--- src/rtl/seq_pkg.sv ---
// Shared types for the serializer and the downstream sequence detector.
// The serializer state set grows a PARITY state when SEQ_SER_PARITY_EN is defined.
package seq_pkg;

`ifdef SEQ_SER_PARITY_EN
  typedef enum logic [1:0] {
    IDLE   = 2'd0,
    SHIFT  = 2'd1,
    PARITY = 2'd2
  } ser_state_e;
`else
  typedef enum logic {
    IDLE  = 1'b0,
    SHIFT = 1'b1
  } ser_state_e;
`endif

  localparam logic IDLE_BIT_DEFAULT = 1'b0;

  // Detector states for the 1011 pattern fed by the serializer.
  typedef enum logic [2:0] {
    DET_IDLE  = 3'd0,
    DET_S1    = 3'd1,
    DET_S10   = 3'd2,
    DET_S101  = 3'd3,
    DET_S1011 = 3'd4
  } det_state_e;

endpackage

--- src/rtl/seq_serializer.sv ---
// Parallel-to-serial feeder with valid/ready input and a registered bit stream.
// Define SEQ_SER_PARITY_EN to append an even-parity bit after every word.
module seq_serializer
  import seq_pkg::*;
#(
  parameter int   WIDTH     = 8,
  parameter bit   MSB_FIRST = 1'b1,
  parameter logic IDLE_BIT  = IDLE_BIT_DEFAULT
) (
  input  logic             clock,
  input  logic             reset,
  input  logic [WIDTH-1:0] data_in,
  input  logic             data_valid,
  output logic             data_ready,
  output logic             seq_out,
  output logic             bit_valid,
  output logic             busy
);

  localparam int             CW       = $clog2(WIDTH);
  localparam logic [CW-1:0]  LAST_IDX = CW'(WIDTH - 1);

  ser_state_e       state_q, state_d;
  logic [WIDTH-1:0] shift_q, shift_d;
  logic [CW-1:0]    cnt_q, cnt_d;
  logic             seq_q, seq_d;
  logic             bv_q, bv_d;
`ifdef SEQ_SER_PARITY_EN
  logic             parity_q, parity_d;
`endif

  logic             lastBit;
  logic             xfer;
  logic             loadBit;
  logic [WIDTH-1:0] loadShift;
  logic             nextBit;
  logic [WIDTH-1:0] nextShift;

  assign lastBit = (state_q == SHIFT) && (cnt_q == LAST_IDX);
  assign xfer    = data_valid && data_ready;
  assign busy    = (state_q != IDLE);
  assign seq_out   = seq_q;
  assign bit_valid = bv_q;

  // The first bit of a word goes straight to seq_out at the load edge, so the
  // shift register only holds the remaining bits, pre-shifted by one.
  assign loadBit   = MSB_FIRST ? data_in[WIDTH-1] : data_in[0];
  assign loadShift = MSB_FIRST ? {data_in[WIDTH-2:0], 1'b0} : {1'b0, data_in[WIDTH-1:1]};
  assign nextBit   = MSB_FIRST ? shift_q[WIDTH-1] : shift_q[0];
  assign nextShift = MSB_FIRST ? {shift_q[WIDTH-2:0], 1'b0} : {1'b0, shift_q[WIDTH-1:1]};

  always_comb begin
    data_ready = 1'b0;
    if (!reset) begin
      if (state_q == IDLE) begin
        data_ready = 1'b1;
      end else if (state_q == SHIFT) begin
`ifdef SEQ_SER_PARITY_EN
        data_ready = 1'b0;
`else
        data_ready = lastBit;
`endif
      end else begin
        data_ready = 1'b1;
      end
    end
  end

  always_comb begin
    state_d  = state_q;
    shift_d  = shift_q;
    cnt_d    = cnt_q;
    seq_d    = seq_q;
    bv_d     = bv_q;
`ifdef SEQ_SER_PARITY_EN
    parity_d = parity_q;
`endif

    if (xfer) begin
      state_d  = SHIFT;
      seq_d    = loadBit;
      shift_d  = loadShift;
      cnt_d    = '0;
      bv_d     = 1'b1;
`ifdef SEQ_SER_PARITY_EN
      parity_d = ^data_in;
`endif
    end else if (state_q == SHIFT && !lastBit) begin
      seq_d   = nextBit;
      shift_d = nextShift;
      cnt_d   = cnt_q + CW'(1);
      bv_d    = 1'b1;
    end else if (lastBit) begin
`ifdef SEQ_SER_PARITY_EN
      state_d = PARITY;
      seq_d   = parity_q;
      bv_d    = 1'b1;
`else
      state_d = IDLE;
      seq_d   = IDLE_BIT;
      bv_d    = 1'b0;
`endif
    end else begin
      // IDLE without a transfer, or PARITY without a follow-on word.
      state_d = IDLE;
      seq_d   = IDLE_BIT;
      bv_d    = 1'b0;
    end
  end

  always_ff @(posedge clock) begin
    if (reset) begin
      state_q  <= IDLE;
      shift_q  <= '0;
      cnt_q    <= '0;
      seq_q    <= IDLE_BIT;
      bv_q     <= 1'b0;
`ifdef SEQ_SER_PARITY_EN
      parity_q <= 1'b0;
`endif
    end else begin
      state_q  <= state_d;
      shift_q  <= shift_d;
      cnt_q    <= cnt_d;
      seq_q    <= seq_d;
      bv_q     <= bv_d;
`ifdef SEQ_SER_PARITY_EN
      parity_q <= parity_d;
`endif
    end
  end

endmodule
--- config.mk ---
export PLATFORM = sky130hd
export DESIGN_NAME = seq_serializer
export DESIGN_NICKNAME = d
export VERILOG_FILES = /design/src/rtl/seq_pkg.sv /design/src/rtl/seq_serializer.sv
export SDC_FILE = /design/constraint.sdc
export NUM_CORES = 1
export LEC_CHECK = 0
export ABC_AREA = 1
export CAP_MARGIN = 20
export CELL_PAD_IN_SITES_DETAIL_PLACEMENT = 1
export CELL_PAD_IN_SITES_GLOBAL_PLACEMENT = 2
export CORE_UTILIZATION = 27
export DETAILED_ROUTE_END_ITERATION = 12
export GPL_TIMING_DRIVEN = 0
export PLACE_DENSITY = 0.84
export SLEW_MARGIN = 0
export SYNTH_ARGS = -nofsm -noshare
export SYNTH_HDL_FRONTEND = slang
export SYNTH_SLANG_ARGS = --single-unit
--- constraint.sdc ---
create_clock -name clock -period 2.65 [get_ports clock]
set_input_delay 0.3975 -clock clock [delete_from_list [all_inputs] [get_ports clock]]
set_output_delay 0.3975 -clock clock [all_outputs]
set_load 0.05 [all_outputs]
==> results_dict.tcl <==
set metrics [dict create \
    dp_cells 130 \
    critPathSlowestCell "clkdlybuf4s50_1" \
    yosysMostFrequentCell "nand2_1" \
    drcViolationCount 0 \
    cts_htree_levels 1 \
    dieArea_um2 2547 \
    grt_pass1_vias 600 \
    syn_avg_cell_area_um2 7.128 \
    synth_xor_area_frac 0.01381 \
    drv_slew 0 \
    cts_buffer_depth 2 \
    min_period_ps 2490 \
    clock_latency_ps 270 \
    critPathKind "reg2out" \
    path_depth 7 \
    diodes 0 \
    maxCapViolations 0 \
    gp_congestion 0.6991 \
    cpPeakStageDelay_ps 820 \
    async_flop_share 0 \
    synth_edf_count 0 \
    synthTopCellsByCount "nand2_1 (22), nor2_1 (20), dfxtp_1 (13), inv_1 (8), nand4_1 (6)" \
    cts_tree "yes" \
    ys_seq_elements 13 \
    viasPerCell 4.500 \
    setup_viol 0 \
    grt_first_pass_wirelength_mm 2.484 \
    die_y_um 50.47 \
    required_ps 2250 \
    end_kind "output port" \
    crit_arrival_ps 2090 \
    status "finished clean" \
    post-route-util 0.3733 \
    ys.flop_type "dfxtp_1" \
    ir_drop_mv 0.2278 \
    grt_usage 0.1293 \
    syn2layout_area_growth_pct 30.18 \
    cts_buffers 3 \
    synth_largest_area_cell "dfxtp_1" \
    synthSimpleGateAreaFrac 0.3609 \
    synth_compound_area_frac 0.06114 \
    cts_resized 0 \
    synth_top_area_frac 0.4103 \
    wl_per_cell_um 10.31 \
    dp_slack_ps 272.2 \
    finalPower_mw 0.4119 \
    syn-instance-count 89 \
    die_x_um 50.47 \
    fp-row-count 17 \
    synth_seq_area_share 0.4103 \
    grt_max_degree 11 \
    setup_tns_ps 0 \
    io-pin-count 15 \
    drt_iter0_markers 5 \
    place.port_buffers 13 \
    clk_pin_slew_ps 80 \
    rr_worst_depth 9 \
    yosysWarningCount 0 \
    setup.worst_path.start_class "flip-flop" \
    antenna_found_initial 0 \
    synthAdderAreaFrac 0.03945 \
    cts_sinks 13 \
    synth.net_count 102 \
    report.final.hold_viol_count 0 \
    cts_root_buf "clkbuf_4" \
    relSlewSlack 0.6734 \
    critPathBufInv 3 \
    rsz0062_at_grt "false" \
    cp_cell_sequence "ha_1 -> ha_1 -> inv_2 -> nand2_4 -> inv_2 -> nor2_2 -> clkdlybuf4s50_1" \
    gr-total-overflow 0 \
    final_cells 134 \
    syn_area_um2 634.4 \
    synth_top_family_by_area "simple AND/OR/NAND/NOR gates" \
    synthTopCellsByArea "dfxtp_1 (41%), nand2_1 (13%), nor2_1 (12%)" \
    cts_hold_buf 0 \
    yosys-mux-area-fraction 0 \
    ant_nets 0 \
    final_layout_size_suffix_gt1_frac 0.1509 \
    fmax_mhz 401.6 \
    path_max_fanout 10 \
    p_leak_nw 0.3742 \
    firstDrtPassIters 2 \
    vias 603 \
    cts_setup_buffers 0 \
    p_per_area_nw_per_um2 498.7 \
    finalWorstSetupSlack_ps 160.2 \
    hpwl_mm 1.031 \
    fin_nets 120 \
    design.core.area_um2 2212 \
    worst_slew_pin_slew_ps 488.4 \
    skew_ps 5.313 \
    min_path_type "in2reg" \
    path_delay_family "buffers and inverters" \
    start_util 0.2868 \
    synthDistinctLibCells 18 \
    worstHoldPathCells 3 \
    drt_wl_total_mm 1.381 \
    final.period_utilization 0.9396 \
]
==> final timing paths <==
path | end | slack [ps] | from
worst max-delay path | data_ready | 160 | cnt_q[0]$_SDFFE_PP0N_
worst min-delay path | seq_out$_SDFF_PP0_ | 470 | data_valid
worst max register to register | shift_q[2]$_SDFFE_PP0P_ | 1270 | cnt_q[0]$_SDFFE_PP0N_
worst min register to register | seq_out$_SDFF_PP0_ | 470 | shift_q[7]$_SDFFE_PP0P_
==> logic make-up (layout without fill, tap and decap cells) <==
logic type	after synthesis	count (layout)
compound gates	4	4
xor+xnor	1	1
fa+ha+maj	2	2
buf+inv	16	33
flops	13	13
simple gates	53	53
==> power breakdown <==
part / leakage (nW) / total (mW) / switching [mW] / internal [mW]
clock network: 0.0150 / 0.120 / 0.0621 / 0.0582
logic: 0.253 / 0.0830 / 0.0481 / 0.0349
registers: 0.106 / 0.209 / 0.00459 / 0.204
==> layer usage <==
metal	track usage	routed length [um]	vias to the layer above
li1	-	-	305
met1	0.1537	666	284
met2	0.2267	638	12
met3	0.03030	66	2
met4	0.04167	9	0
met5	0	0	-
==> per-stage QoR <==
step / cell area, um^2 / hold slack (ps)
after floorplan: 634.4 / 444.1
after global placement: 799.5 / 455.6
after detailed placement: 799.5 / 466.1
after CTS: 825.8 / 464.1
after global routing: 825.8 / 474.2
final: 825.8 / 469.7
==> cell usage in the layout (no fill, tap or decap) <==
master            n
nand3_1           2
dfxtp_1          13
nand4_1           6
a21oi_1           1
buf_2             1
clkdlybuf4s50_1  13
inv_2             5
buf_6             1
clkbuf_4          3
and2_1            1
o21ai_4           1
nand2_4           1
nand2_1          22
nor2_2            1
nor2_1           20
clkbuf_1          1
buf_4             1
a21oi_2           2
xnor2_1           1
inv_1             8
ha_1              2
==> final cells by class <==
type | count | area (um^2)
inverter | 13 | 48.80
buffer | 3 | 23.77
fill | 298 | 1386
tap | 28 | 35.03
multi-input combinational | 60 | 301.5
sequential | 13 | 260.3
timing repair buffer | 13 | 130.1
clock buffer | 4 | 26.28
==> flip-flops by register name, indices dropped and copies added (netlist names) <==
register and count:
shift_q 7, cnt_q 3, busy 1, bit_valid 1
seq_out 1
==> worst register-to-register path: cells and delay by family, from the launching register on <==
| family | cells | cell delay (ps) |
|---|---|---|
| flip-flops | 1 | 330 |
| adder cells (fa/ha/maj) | 2 | 380 |
| AND/OR/NAND/NOR | 5 | 360 |
| buffers and inverters | 2 | 210 |
Note: power is estimated with default switching activity, not from simulation.
==> edit 1: new RTL, same settings <==
Take the reset off `shift_q` and load it in a clocked block of its own.
--- a/src/rtl/seq_serializer.sv
+++ b/src/rtl/seq_serializer.sv
@@ -112,5 +112,4 @@
     if (reset) begin
       state_q  <= IDLE;
-      shift_q  <= '0;
       cnt_q    <= '0;
       seq_q    <= IDLE_BIT;
@@ -121,5 +120,4 @@
     end else begin
       state_q  <= state_d;
-      shift_q  <= shift_d;
       cnt_q    <= cnt_d;
       seq_q    <= seq_d;
@@ -131,3 +129,7 @@
   end
 
+  always_ff @(posedge clock) begin
+    shift_q <= shift_d;
+  end
+
 endmodule
Check against the original RTL: no difference found for any inputs over 10 cycles, from zero or initial values and one cycle with reset high; that may be too few to reach the edited logic, so the function may still have changed.
==> edit 1 against the unedited design <==
  * Total power grew 6.5%
  * Wire length shrank 17%
  * Worst setup slack gained 0.33 ns
  * Cell area shrank 5.0%
  * Die area shrank 6.5%
  * Sequential power grew 13%
  * Area after synthesis shrank 6.7%
  * Sequential cell count is the same
  * Largest cell class is now registers
==> edit 1: results (changes against the unedited design) <==
Hold EP: seq_out$_SDFF_PP0_
Final Skew: 0.00190 ns (-0.00342 ns)
number of cells on the worst hold path: 3 (unchanged)
drt via density: 4.43 (-1.6%)
synth cell count leaders: 21 x nand2_1, 8 x nand3_1, 7 x edfxtp_1
IR drop worst, VDD: 0.225 mV (-1.2%)
Netlist cell types: 16 (-2)
status: finished, final reports clean
Worst Min Path Start: data_valid
DR iter-0 viols: 3 (-2)
worst-margin pin slew: 0.498 ns (+0.00936 ns)
reg2reg setup slack: 0.96 ns (-0.31 ns)
CTS root buf: clkbuf_4
Filler cells: 238 (-20%)
Worst Path Arrival: 1.76 ns (-0.33 ns)
EDFF count, synth: 7 (+7)
cell count after synthesis: 63 (-29%)
non-filler cells, final: 107 (-20%)
layout cells sized above 1: 13.8% (-1.3 points)
R2R cell count: 7 (-2)
sequential element share of the synthesized area: 55.8% (+15 points)
worst hold-check path type: input pin to flip-flop
DP Worst Slack: 0.198 ns (-0.0745 ns)
switching share of power: 26.7% (-1.2 points)
FF-to-FF End: shift_q[7]$_DFFE_PP_
clk buf depth: 2 (unchanged)
synth top area cells: edfxtp_1 36%, dfxtp_1 20%, nand2_1 13%, nand3_1 6.8%, ha_1 4.2%
GPL Wtd Cong: 0.701 (+0.26%)
fmax: 464 MHz (+15%)
Buffers on Ports: 13 (unchanged)
prevailing post-synth register cell: edfxtp_1
first-pass GRT wire length: 2060 um (-17%)
CP max FO: 7 (-3)
CTS buffer count: 3 (unchanged)
biggest regs: shift_q: 7 flops, cnt_q: 3 flops
htree depth: 1 (unchanged)
Ant. Diodes: 0 (unchanged)
clock latency on the worst-skew pair: 0.27 ns (about the same)
Pleak: 0.360 nW (-3.7%)
# nets final: 94 (-22%)
largest net degree at the start of global routing: 11 (unchanged)
vias in the first global route: 461 (-23%)
Ys Warns: 0 (unchanged)
synthesized net count: 76 (-25%)
launching point of the worst reg2reg path: cnt_q[0]$_SDFFE_PP0N_
final WL: 1150 um (-17%)
Post-CTS Setup Repair Bufs: 0 (unchanged)
setup violators final: 0 (unchanged)
initial antenna violation count: 0 (unchanged)
Total Routing Usage GR: 11.9% (-0.99 points)
placed instance count: 103 (-21%)
hpwl dp: 885 um (-14%)
Initial DRT Pass Iterations: 4 (+2)
register clock-pin slew on the reported worst setup and hold paths: 0.08 ns (about the same)
Async S/R FF share, synth: 0% (unchanged)
==> edit 1: logic make-up (layout without fill, tap and decap cells) <==
group                      after synthesis  count (layout)  share of synthesized area [%]
DFF                                     13              13                           55.8
and+or+nand+nor                         36              36                           29.4
xor gates and xnor gates                 1               1                           1.48
adders and majority gates                2               2                           4.23
buffers and inverters                    8              25                           6.55
AOI/OAI and AO/OA                        3               3                           2.54
==> edit 1: stage by stage <==
stage	power (mW)	hold WS [ns]	utilization, %	area (um2)
final	0.439	0.506	39.2	785
after global routing	0.461	0.528	39.2	785
after floorplan	0.289	0.467	-	592
after CTS	0.442	0.511	39.1	782
after global placement	0.319	0.499	37.8	756
after detailed placement	0.321	0.510	37.8	756
==> edit 1: metal layers <==
| layer | track usage (%) | vias to the layer above | share of wire (%) | routed length, um |
|---|---|---|---|---|
| li1 | - | 238 | - | - |
| met1 | 14.3 | 222 | 46 | 536 |
| met2 | 18.5 | 10 | 47 | 543 |
| met3 | 1.87 | 4 | 2.3 | 27 |
| met4 | 10.3 | 0 | 3.9 | 45 |
| met5 | 0 | - | 0 | 0 |
==> edit 1: how the worst max path moves through the flow <==
| stage | from | end | slack [ns] | cells past startpoint |
|---|---|---|---|---|
| after detailed placement | reset | data_ready | 0.20 | 3 |
| final | cnt_q[0]$_SDFFE_PP0N_ | data_ready | 0.49 | 5 |
| after global placement | reset | data_ready | 0.20 | 3 |
| after floorplan | cnt_q[0]$_SDFFE_PP0N_ | data_ready | 1.02 | 4 |
| after CTS | cnt_q[0]$_SDFFE_PP0N_ | data_ready | 0.07 | 5 |
| after global routing | cnt_q[0]$_SDFFE_PP0N_ | data_ready | 0.37 | 5 |
==> edit 1: area by class of cell <==
type | count | area (um2) | area share [%]
Sequential cell | 13 | 330 | 42.1
Inverter | 6 | 22.5 | 2.87
Timing Repair Buffer | 13 | 133 | 16.9
Tap cell | 27 | 33.8 | 4.31
Buffer | 2 | 16.3 | 2.07
Clock buffer | 4 | 26.3 | 3.35
Multi-Input combinational cell | 42 | 223 | 28.4
==> edit 1: worst max-delay path, stage by stage, from the launching register on <==
cell and delay (ns):
dfxtp_1 0.36, ha_1 0.16, ha_1 0.19, nor2_2 0.08
nor2_2 0.22, dlymetal6s2s_1 0.46
==> edit 1: power groups by stage <==
stage | registers [mW] | logic, mW | clock network (mW)
2_1_floorplan | 0.250 | 0.0385 | 0
3_3_place_gp | 0.241 | 0.0783 | 0
3_5_place_dp | 0.241 | 0.0795 | 0
4_1_cts | 0.237 | 0.0800 | 0.125
5_1_grt | 0.238 | 0.0870 | 0.136
6_report | 0.236 | 0.0786 | 0.124
==> edit 1: timing repair <==
item / 4_1_cts / 5_1_grt
resized for setup: 0 / 1
hold buffers: 0 / 0
endpoints found under the setup margin: 0 / 1
==> edit 2: new RTL, same settings <==
Without the edit above. Change the parameter `WIDTH` from 8 to 16.
--- a/src/rtl/seq_serializer.sv
+++ b/src/rtl/seq_serializer.sv
@@ -4,5 +4,5 @@
   import seq_pkg::*;
 #(
-  parameter int   WIDTH     = 8,
+  parameter int   WIDTH     = 16,
   parameter bit   MSB_FIRST = 1'b1,
   parameter logic IDLE_BIT  = IDLE_BIT_DEFAULT
Interface: changed (resized data_in); port bits go from 15 to 23. No check against the original RTL was run, so the function may have changed too.
==> edit 2 against the unedited design <==
  * The flow now finishes with violations (DRC)
  * Sequential cell count rose by 9
  * Cell area is 98% higher
  * Non-clock buffer count is 18 higher
  * Area after synthesis rose by 100%
  * Total power grew 100%
  * Sequential power is 70% higher
  * Worst setup slack better by 0.10 ns
  * Wire length increased by 150%
  * Critical path type unchanged
  * Highest routed layer unchanged
==> edit 2: results (changes against the unedited design) <==
DR DRC count: 2 (+2)
biggest regs: shift_q: 15 flops, cnt_q: 4 flops
first-pass GRT wire length: 6090 um (+150%)
switching pwr: 0.216 mW (+88%)
Final Skew: 0.00970 ns (+0.00439 ns)
Placed Area: 1570 um2 (+96%)
Initial DRT Pass Iterations: 8 (+6)
Buffers on Ports: 21 (+8)
IR drop worst, VDD: 0.218 mV (-4.5%)
final WL: 3440 um (+150%)
DR vias: 1137 (+89%)
register clock-pin slew on the reported worst setup and hold paths: 0.09 ns
htree depth: 1 (unchanged)
DR WL/cell: 15.0 um (+46%)
hpwl dp: 2520 um (+140%)
DP Worst Slack: 0.206 ns (-0.0666 ns)
clk buf depth: 2 (unchanged)
launching point of the worst reg2reg path: cnt_q[0]$_SDFFE_PP0N_
largest net degree at the start of global routing: 14 (+3)
synth cell count leaders: 37 x nand2_1, 22 x dfxtp_1, 18 x inv_1
Netlist cell types: 23 (+5)
vias in the first global route: 1299 (+120%)
reg2reg setup slack: 1.21 ns (-0.06 ns)
Total Routing Usage GR: 15.3% (+2.4 points)
violated checks: DRC
relative slew slack: 67.1% (-0.19 points)
Pleak: 0.788 nW (+110%)
# nets final: 198 (+65%)
CTS buffer count: 3 (unchanged)
DR iter-0 viols: 34 (+29)
Ant. Diodes: 0 (unchanged)
GPL Wtd Cong: 0.719 (+2.8%)
FF-to-FF End: shift_q[9]$_SDFFE_PP0P_
synthesized net count: 172 (+69%)
number of cells on the worst hold path: 4 (+1)
sequential element share of the synthesized area: 34.1% (-7.0 points)
type of origin of the critical path: flip-flop
CTS root buf: clkbuf_8
synth top area cells: dfxtp_1 34%, o211ai_2 14%, nand2_1 11%, nand4_1 7.7%, buf_12 6.2%
average cell area after synthesis: 8.50 um2 (+19%)
Worst Path Arrival: 1.99 ns (-0.10 ns)
layout cells sized above 1: 22.6% (+7.5 points)
fmax: 419 MHz (+4.2%)
worst hold-check path type: input pin to flip-flop
placed instance count: 225 (+73%)
status: finished, violations left
-- edit 2: cell types whose count changed in the layout (fill, tap and decap cells not counted), moves of 4 or more --
cell / delta
inv_1: +10
nand3_2: +5
buf_12: +4
clkdlybuf4s50_1: +7
nand4_1: +10
dfxtp_1: +9
nor2_1: -18
nand2_1: +15
clkbuf_8: +4
nand3_1: +9
o211ai_2: +14
-- edit 2: what timing repair did --
item	CTS	global route
resized for setup	1	0
setup endpoints to repair	1	0
setup buffers	0	0
hold buffers	0	0
-- edit 2: logic make-up (layout without fill, tap and decap cells) --
family | Yosys count | in the layout | synth area share, %
xor+xnor | 2 | 2 | 1.36
fa+ha+maj | 1 | 1 | 0.968
compound gates | 21 | 21 | 16.9
flops | 22 | 22 | 34.1
buf+inv | 33 | 58 | 18.0
simple gates | 73 | 73 | 28.7
-- edit 2: per-layer routing --
layer	GRT usage, %	vias to the layer above	wire length (um)
li1	-	561	-
met1	18.1	547	1480
met2	28.4	23	1810
met3	2.14	6	117
met4	4.89	0	39
met5	0	-	0
-- edit 2: critical path, stage by stage, from the launching register on --
cell and delay (ns):
dfxtp_1 0.38, ha_1 0.23, nand3_2 0.11, nand2_4 0.09, inv_2 0.10, buf_4 0.19
nor2_1 0.09, dlygate4sd2_1 0.53
-- edit 2: worst min path at each step --
stage	slack [ns]	end
after CTS	0.48	cnt_q[1]$_SDFFE_PP0N_
after detailed placement	0.48	seq_out$_SDFF_PP0_
after global placement	0.48	seq_out$_SDFF_PP0_
after global routing	0.48	cnt_q[1]$_SDFFE_PP0N_
final	0.48	cnt_q[1]$_SDFFE_PP0N_
after floorplan	0.46	seq_out$_SDFF_PP0_
-- edit 2: power by group through the flow --
| stage | combinational (mW) | sequential (mW) | clock [mW] |
|---|---|---|---|
| floorplan | 0.102 | 0.370 | 0 |
| global placement | 0.165 | 0.362 | 0 |
| detailed placement | 0.169 | 0.363 | 0 |
| CTS | 0.170 | 0.355 | 0.329 |
| global route | 0.181 | 0.357 | 0.352 |
| finish | 0.167 | 0.355 | 0.317 |
-- edit 2: final cells by class --
type | instances | area, um2
clock buffers | 3 | 41.3
multi-input cells | 97 | 619
well taps | 52 | 65.1
repair buffers | 21 | 209
inverters | 20 | 75.1
flip-flops and latches | 22 | 440
fillers | 525 | 2840
plain buffers | 13 | 158
clock inverters | 1 | 30.0
